`src/rtl/card_shuffler_if.sv`:
```
// RAM port bundle between the card shuffler and its single-port RAM.
// The shuffler drives address/data/enable and the RAM returns read data.
interface card_shuffler_if #(
  parameter int DATA_W = 4,
  parameter int ADDR_W = 6
);
  logic [ADDR_W-1:0] mem_addr;
  logic [DATA_W-1:0] wr_data;
  logic              wren;
  logic [DATA_W-1:0] rd_data;

  modport master (
    output mem_addr,
    output wr_data,
    output wren,
    input  rd_data
  );

  modport slave (
    input  mem_addr,
    input  wr_data,
    input  wren,
    output rd_data
  );
endinterface

```
`src/rtl/card_shuffler.sv`:
```
// In-place RAM shuffler: Fisher-Yates with a Galois LFSR, or a plain
// reversal; one read-read-write-write swap per index.
module card_shuffler #(
  parameter int DATA_W = 4,
  parameter int ADDR_W = 6,
  parameter int DEPTH  = 52
) (
  input  logic                  clock,
  input  logic                  reset_n,
  input  logic                  start,
  input  logic                  mode,
  input  logic [15:0]           seed,
  card_shuffler_if.master       mem,
  output logic                  busy,
  output logic                  finish
);

  typedef enum logic [3:0] {
    IDLE, PICK, RD_I, CAP_I, RD_J,
    CAP_J, WR_I, WR_J, NEXT, DONE
  } state_t;

  localparam logic [ADDR_W-1:0] TOP  = ADDR_W'(DEPTH - 1);
  localparam logic [ADDR_W-1:0] HALF = ADDR_W'(DEPTH / 2);
  localparam logic [ADDR_W-1:0] ONE  = ADDR_W'(1);
  localparam logic [15:0]       SEED0 = 16'hACE1;

  state_t            state, state_n;
  logic [ADDR_W-1:0] i, i_n, j, j_n;
  logic [15:0]       lfsr, lfsr_n, lfsr_adv;
  logic              mode_q, mode_n;
  logic [ADDR_W-1:0] mask, cand, last;
  logic [DATA_W-1:0] word_i;
  logic [ADDR_W-1:0] addr_q;
  logic [DATA_W-1:0] wdat_q;
  logic              wren_q;

  // Smear i rightwards to get the smallest all-ones mask covering it.
  always_comb begin
    mask = i;
    for (int k = 1; k < ADDR_W; k++) begin
      mask = mask | (i >> k);
    end
  end

  assign cand     = lfsr[ADDR_W-1:0] & mask;
  assign lfsr_adv = {1'b0, lfsr[15:1]}
                  ^ (lfsr[0] ? 16'hB400 : 16'h0000);
  assign last     = mode_q ? HALF : ONE;

  always_comb begin
    state_n = state;
    i_n     = i;
    j_n     = j;
    lfsr_n  = lfsr;
    mode_n  = mode_q;
    unique case (state)
      IDLE: begin
        if (start) begin
          mode_n  = mode;
          lfsr_n  = (seed == 16'h0) ? SEED0 : seed;
          i_n     = TOP;
          state_n = PICK;
        end
      end
      PICK: begin
        if (mode_q) begin
          j_n     = TOP - i;
          state_n = RD_I;
        end else begin
          lfsr_n = lfsr_adv;
          if (cand <= i) begin
            j_n     = cand;
            state_n = RD_I;
          end
        end
      end
      RD_I:  state_n = CAP_I;
      CAP_I: state_n = RD_J;
      RD_J:  state_n = CAP_J;
      CAP_J: state_n = WR_I;
      WR_I:  state_n = WR_J;
      WR_J:  state_n = NEXT;
      NEXT: begin
        if (i == last) begin
          state_n = DONE;
        end else begin
          i_n     = i - ONE;
          state_n = PICK;
        end
      end
      DONE: begin
        if (!start) state_n = IDLE;
      end
      default: state_n = IDLE;
    endcase
  end

  always_ff @(posedge clock or negedge reset_n) begin
    if (!reset_n) begin
      state  <= IDLE;
      i      <= '0;
      j      <= '0;
      lfsr   <= SEED0;
      mode_q <= 1'b0;
    end else begin
      state  <= state_n;
      i      <= i_n;
      j      <= j_n;
      lfsr   <= lfsr_n;
      mode_q <= mode_n;
    end
  end

  // Bus outputs are registered against the state being entered,
  // so the address holds wherever it is not explicitly reloaded.
  always_ff @(posedge clock or negedge reset_n) begin
    if (!reset_n) begin
      addr_q <= '0;
      wdat_q <= '0;
      wren_q <= 1'b0;
      word_i <= '0;
    end else begin
      unique case (1'b1)
        (state_n == RD_I) || (state_n == WR_I): addr_q <= i;
        (state_n == RD_J) || (state_n == WR_J): addr_q <= j;
        default: ;
      endcase
      wren_q <= ((state_n == WR_I) || (state_n == WR_J))
              && (i != j);
      if (state == CAP_I) word_i <= mem.rd_data;
      unique case (1'b1)
        state == CAP_J: wdat_q <= mem.rd_data;
        state == WR_I:  wdat_q <= word_i;
        default: ;
      endcase
    end
  end

  assign mem.mem_addr = addr_q;
  assign mem.wr_data  = wdat_q;
  assign mem.wren     = wren_q;
  assign busy         = (state != IDLE) && (state != DONE);
  assign finish       = (state == DONE);

endmodule

```
`src/flat_wrapper.sv`:
```
// flat-port wrapper written by rule: the top's interface ports become plain ports
module card_shuffler_flat 
#(
  parameter int DATA_W = 4,
  parameter int ADDR_W = 6,
  parameter int DEPTH  = 52
)
  (clock, reset_n, start, mode, seed, busy, finish, mem_mem_addr, mem_wr_data, mem_wren, mem_rd_data);
  card_shuffler_if #(.DATA_W(DATA_W), .ADDR_W(ADDR_W)) mem_i ();
  input  logic clock;
  input  logic reset_n;
  input  logic start;
  input  logic mode;
  input  logic [15:0] seed;
  output logic busy;
  output logic finish;
  output wire logic [$bits(mem_i.mem_addr)-1:0] mem_mem_addr;
  output wire logic [$bits(mem_i.wr_data)-1:0] mem_wr_data;
  output wire logic [$bits(mem_i.wren)-1:0] mem_wren;
  input wire logic [$bits(mem_i.rd_data)-1:0] mem_rd_data;
  assign mem_mem_addr = mem_i.mem_addr;
  assign mem_wr_data = mem_i.wr_data;
  assign mem_wren = mem_i.wren;
  assign mem_i.rd_data = mem_rd_data;
  card_shuffler #(.DATA_W(DATA_W), .ADDR_W(ADDR_W), .DEPTH(DEPTH)) u_core (.clock(clock), .reset_n(reset_n), .start(start), .mode(mode), .seed(seed), .mem(mem_i), .busy(busy), .finish(finish));
endmodule
```
`config.mk`:
```
export PLATFORM = sky130hd
export DESIGN_NAME = card_shuffler_flat
export DESIGN_NICKNAME = d
export VERILOG_FILES = /design/src/rtl/card_shuffler_if.sv /design/src/rtl/card_shuffler.sv /design/src/flat_wrapper.sv
export SDC_FILE = /design/constraint.sdc
export NUM_CORES = 1
export LEC_CHECK = 0
export ABC_AREA = 1
export CAP_MARGIN = 40
export CORE_UTILIZATION = 40
export DETAILED_ROUTE_END_ITERATION = 8
export DONT_BUFFER_PORTS = 1
export PLACE_DENSITY = 0.65
export SLEW_MARGIN = 40
export SYNTH_ARGS = -nofsm -noshare
export SYNTH_HDL_FRONTEND = slang
export SYNTH_SLANG_ARGS = --single-unit
```
`constraint.sdc`:
```
create_clock -name clock -period 6.4 [get_ports clock]
set_clock_uncertainty 0.2 [all_clocks]
set_input_delay 1.6 -clock clock [delete_from_list [all_inputs] [get_ports clock]]
set_output_delay 1.6 -clock clock [all_outputs]
set_load 0.02 [all_outputs]
```
==> impl_metrics.toml, run 1 <==
[placed_design]
hpwl_mm = 4.31
portBuffers = 0
gp_congestion = 0.912

[yosys]
ys_ff_latch = 48
ys_dominant_reg_cell = "dfrtp_1"
yosysMostFrequentCell = "nand2_1"
synth_fp_nets = 397
synth_area_um2 = 2780
seq_area_frac_synth = 0.435
yosysTopAreaCellShare = 0.360
avgSynthCellArea_um2 = 7.67
yosysWarnings = 0
synth_cell_types = 35
synthCells = 363
yosys.area.top_type = "dfrtp_1"
synthTopCellsByArea = "dfrtp_1, nand2_1, dfstp_2"
synth_edf_count = 0
async_reset_ff_frac = 1.00
yosys-top-cells-count = "nand2_1, nor2_1, dfrtp_1, o21ai_0, inv_1"

[power_and_ir_drop]
p_comb_frac = 0.456
p_sw_frac = 0.468
powerDensity_nw_per_um2 = 516
power.leakage_nw = 1.40
p_sw_w = 0.000708
ir_drop_uv = 180
pwr-share-seq = 0.416
p_int_w = 0.000804
p_clk_frac = 0.128

[global_route]
antenna_found_initial = 0
grt_pass1_wl_mm = 10.2
grt_pass1_vias = 2239
overflow = 0
grt_start_max_net_pins = 49
grtUsageTotal = 0.173

[setup_path]
timing_worst_setup_path_type = "reg -> out"
start_kind = "register"
worstPathMaxFanout = 5
crit_required_ns = 4.60
worst_ep_arrival_time_ns = 1.34
end_kind = "output pin"

[floorplanning]
core_area_um2 = 6760
die_h_um = 85.4
rows = 30
die_area_um2 = 7300
ios = 37
start_util = 0.412
fp.dieW_um = 85.4

[timing]
holdWs_ns = 0.280
final-hold-violation-count = 0
tns_ns = 0
rsz0062_at_grt = "no"
tightest_slew_ns = 0.671
slew_headroom = 0.551
setup_violations = 0
fmax_mhz = 319
fin_crit_sh = 0.490
drv_slew = 0
finalCriticalPeriod_ns = 3.14

[route]
vias = 2356
ant_nets = 0
vias_per_cell = 5.34
drtIter0Drc = 135
route.detailed.drc = 0
route.detailed.wl_per_inst_um = 13.4
first_pass_iters = 4
wirelength_mm = 5.91

[clock_network]
cts_max_level = 2
path_clk_slew_ns = 0.09
hold_buffers = 0
cts_tree = "yes"
ctsResizeCount = 0
clockRootBuffer = "clkbuf_8"
cts_buffers = 5
cts_buffer_depth = 2
post_cts_buffers = 0
cts_sinks = 48
clk_latency_ns = 0.30

[layout]
area.growth.synth_to_final_pct = 5.26
n_antenna_cell = 0
utilization = 0.434
drive_above_1_share = 0.0776
nNetsFinal = 394

[run]
drv_cap = 0

[min_path]
hp-class = "reg -> reg"

[status]
status = "completed"
[registers in the layout, summed over array words and instances, names as in the netlist]
| signal | count |
|---|---|
| u_core.lfsr | 16 |
| u_core.word_i | 4 |
| u_core.j | 6 |
| u_core.mode_q | 1 |
| u_core.state | 4 |
| u_core.i | 6 |
| u_core.mem.wr_data | 4 |
| u_core.mem.wren | 1 |
| u_core.mem.mem_addr | 6 |
[worst paths after layout]
kind                             startpoint                      to  slack (ns)  depth (start not counted)
min in group asynchronous           reset_n   u_core.mem.wr_data[2]        0.78                          0
min                        u_core.word_i[1]        u_core.word_i[1]        0.28                          2
max                         u_core.state[2]                    busy        3.26                          4
max in group asynchronous           reset_n         u_core.lfsr[10]        5.02                          0
max reg2reg                     u_core.i[3]  u_core.mem.mem_addr[4]        3.50                         13
min reg2reg                u_core.word_i[1]        u_core.word_i[1]        0.28                          2
[power groups by stage]
stage	Sequential (W)	Clock, W	Combinational, W
after floorplan	0.000587	0	0.000604
after global placement	0.000630	0	0.000672
after detailed placement	0.000634	0	0.000688
after CTS	0.000628	0.000199	0.000693
after global routing	0.000653	0.000214	0.000809
final	0.000629	0.000193	0.000690
[worst max-delay path, cell delays in order, from the launching register on]
cell and delay (ns):
dfrtp_1 0.43, nor2_1 0.18, nand2_1 0.13, o21ai_0 0.17
inv_1 0.13
[cells by family after synthesis]
logic type / synth area share
AO/OA/AOI/OAI: 0.154
XOR/XNOR: 0.0252
adder cells (fa/ha/maj): 0.0449
buffers and inverters: 0.0706
flip-flops: 0.435
multiplexers: 0.00360
AND/OR/NAND/NOR: 0.267
[routing by layer]
metal  track usage  up-vias  share of wire
met3        0.0379        9          0.050
met4        0.0515        0          0.015
met5             0        -              0
li1              -     1192              -
met2         0.283       67           0.46
met1         0.231     1088           0.47
[metrics by stage]
step | power [W] | std cells | setup WS (ns) | cell area (um^2)
floorplan | 0.00119 | 363 | 3.70 | 2780
global placement | 0.00130 | 433 | 3.48 | 2830
detailed placement | 0.00132 | 433 | 3.53 | 2830
CTS | 0.00152 | 441 | 3.25 | 2930
global route | 0.00168 | 441 | 3.13 | 2930
finish | 0.00151 | 441 | 3.26 | 2930
[final cells by class]
class / instances / area, um^2
Inverter: 37 / 139
Multi-Input combinational cell: 268 / 1380
Sequential cell: 48 / 1210
Fill cell: 700 / 3830
Clock buffer: 6 / 82.6
Clock inverter: 2 / 13.8
Tap cell: 80 / 100
[placed cells by master, fill, tap and decap left out, types with 2 or more instances in the layout]
cell type,n
a21oi_1,5
a2bb2oi_1,4
a31oi_1,6
clkbuf_8,6
dfrtp_1,40
dfstp_2,8
ha_1,10
inv_1,34
inv_2,3
nand2_1,91
nand2_2,3
nand3_1,14
nand4_1,11
nor2_1,48
nor2_2,2
o211ai_1,3
o21ai_0,40
o21ai_1,5
o22ai_1,7
xnor2_1,2
xor2_1,6
(Power assumes the default switching activity.)
==> run 2: changes to the inputs <==
==> constraint.sdc (replaced) <==
create_clock -name clock -period 2.9 [get_ports clock]
set_clock_uncertainty 0.2 [all_clocks]
set_input_delay 0.725 -clock clock [delete_from_list [all_inputs] [get_ports clock]]
set_output_delay 0.725 -clock clock [all_outputs]
set_load 0.02 [all_outputs]
==> run 2 against run 1 <==
Hold slack got worse by 0.23 ns; final cell count increased by 1.4%; first-iteration DRC count up 21%; worst setup slack worse by 2.9 ns; sequential cell count stayed put; utilization increased by 1.0 points.
==> impl_metrics.toml, run 2 (synthesis gave the netlist of run 1 again) <==
[setup_path]
worst_ep_arrival_time_ns = 2.57
crit_required_ns = 2.90
end_kind = "register"
worstReg2RegStart = "u_core.i[2]"
ff2ff_setup_slack_ns = 0.33
timing_worst_setup_path_type = "reg -> reg"
start_kind = "register"
worstReg2RegEnd = "u_core.mem.mem_addr[1]"
rr_worst_depth = 13
worstPathMaxFanout = 12

[status]
status = "completed"

[floorplanning]
start_util = 0.412
ios = 37
die_area_um2 = 7300
rows = 30
core_area_um2 = 6760
die_h_um = 85.4
fp.dieW_um = 85.4

[route]
route.detailed.drc = 0
wirelength_mm = 6.38
vias_per_cell = 5.46
ant_nets = 0
first_pass_iters = 4
vias = 2439
drtIter0Drc = 164
route.detailed.wl_per_inst_um = 14.3

[layout]
largest_reg_flops = 16
most-common-layout-cells = "nand2_1, nor2_1, o21ai_0"
area.growth.synth_to_final_pct = 7.69
drive_above_1_share = 0.0926
n_antenna_cell = 0
final_common_cell = "nand2_1"
utilization = 0.444
fillers = 697
ff_latch_area_um2 = 1210
nNetsFinal = 400
top_register = "u_core.lfsr"
multi_input_area_um2 = 1380

[clock_network]
post_cts_buffers = 0
cts_buffers = 5
cts_sinks = 48
cts_tree = "yes"
clk_latency_ns = 0.31
cts_max_level = 2
cts_buffer_depth = 2
clockRootBuffer = "clkbuf_8"
path_clk_slew_ns = 0.09

[timing]
setup_violations = 0
final-hold-violation-count = 0
fin_ws_ns = 0.332
drv_slew = 0
tightest_slew_ns = 0.464
finalCriticalPeriod_ns = 2.57
tns_ns = 0
slew_headroom = 0.690
fmax_mhz = 389
fin_crit_sh = 0.885
rsz0062_at_grt = "no"

[power_and_ir_drop]
p_int_w = 0.00187
ir_drop_uv = 414
p_comb_frac = 0.465
pwr-share-seq = 0.396
p_sw_w = 0.00161
powerDensity_nw_per_um2 = 1160
power_w = 0.00349
p_sw_frac = 0.463
power.leakage_nw = 1.43
p_clk_frac = 0.139

[placed_design]
place_ws_ns = 0.243
hpwl_mm = 4.61
gp_congestion = 0.868
portBuffers = 0

[global_route]
grt_pass1_vias = 2259
grt_pass1_wl_mm = 10.6
overflow = 0
grtUsageTotal = 0.186
antenna_found_initial = 0
grt_start_max_net_pins = 41

[min_path]
hp-class = "in -> async"

[run]
drv_cap = 0
-- run 2: per-stage QoR --
| step | hold slack, ns | std cells | area (um^2) |
|---|---|---|---|
| after global placement | 0.230 | 438 | 2860 |
| after CTS | 0.0485 | 447 | 2990 |
| after detailed placement | 0.230 | 438 | 2860 |
| after global routing | 0.0433 | 447 | 3000 |
| after floorplan | 0.229 | 363 | 2780 |
| final | 0.0511 | 447 | 3000 |
-- run 2: worst max-delay path, cell delays in order, from the launching register on --
cell and delay, ns:
dfrtp_2 0.42, inv_1 0.14, ha_1 0.24, ha_1 0.18, a21oi_1 0.19, ha_1 0.27
nand4_1 0.09, nor2_1 0.04, nor2_1 0.12, nand2_1 0.14, nand2_4 0.15, nand3_2 0.14
nand2_1 0.11, nand2_1 0.05
-- run 2: per-layer routing --
layer	vias up	wire length [um]	GRT usage
met5	-	0	0
met4	0	68	0.0545
met3	5	304	0.0379
met2	75	2970	0.310
met1	1159	3040	0.245
li1	1200	-	-
-- run 2: worst max-delay path by stage --
stage | depth (start not counted) | slack, ns | startpoint | end
2_1_floorplan | 13 | 0.54 | u_core.i[2] | u_core.mem.mem_addr[0]
3_3_place_gp | 13 | 0.37 | u_core.i[2] | u_core.mem.mem_addr[2]
3_5_place_dp | 13 | 0.24 | u_core.i[2] | u_core.mem.mem_addr[1]
4_1_cts | 13 | 0.23 | u_core.i[2] | u_core.mem.mem_addr[1]
5_1_grt | 13 | 0.05 | u_core.i[2] | u_core.mem.mem_addr[1]
6_report | 13 | 0.33 | u_core.i[2] | u_core.mem.mem_addr[1]
-- run 2: cell type report --
cell class,count,share of cell area
flip-flops and latches,48,0.404
multi-input cells,268,0.461
clock inverters,2,0.0117
well taps,80,0.0334
inverters,37,0.0463
clock buffers,6,0.0242
repair buffers,6,0.0192
-- run 2: power groups by stage --
stage | combinational [W] | clock, W | sequential [W]
floorplan | 0.00133 | 0 | 0.00130
global placement | 0.00156 | 0 | 0.00138
detailed placement | 0.00161 | 0 | 0.00139
CTS | 0.00163 | 0.000495 | 0.00138
global route | 0.00189 | 0.000521 | 0.00142
finish | 0.00162 | 0.000485 | 0.00138
-- run 2: repair_timing --
action,CTS,global route
resized for setup,0,2
hold endpoints to repair,40,0
setup endpoints to repair,0,11
hold buffers,1,0
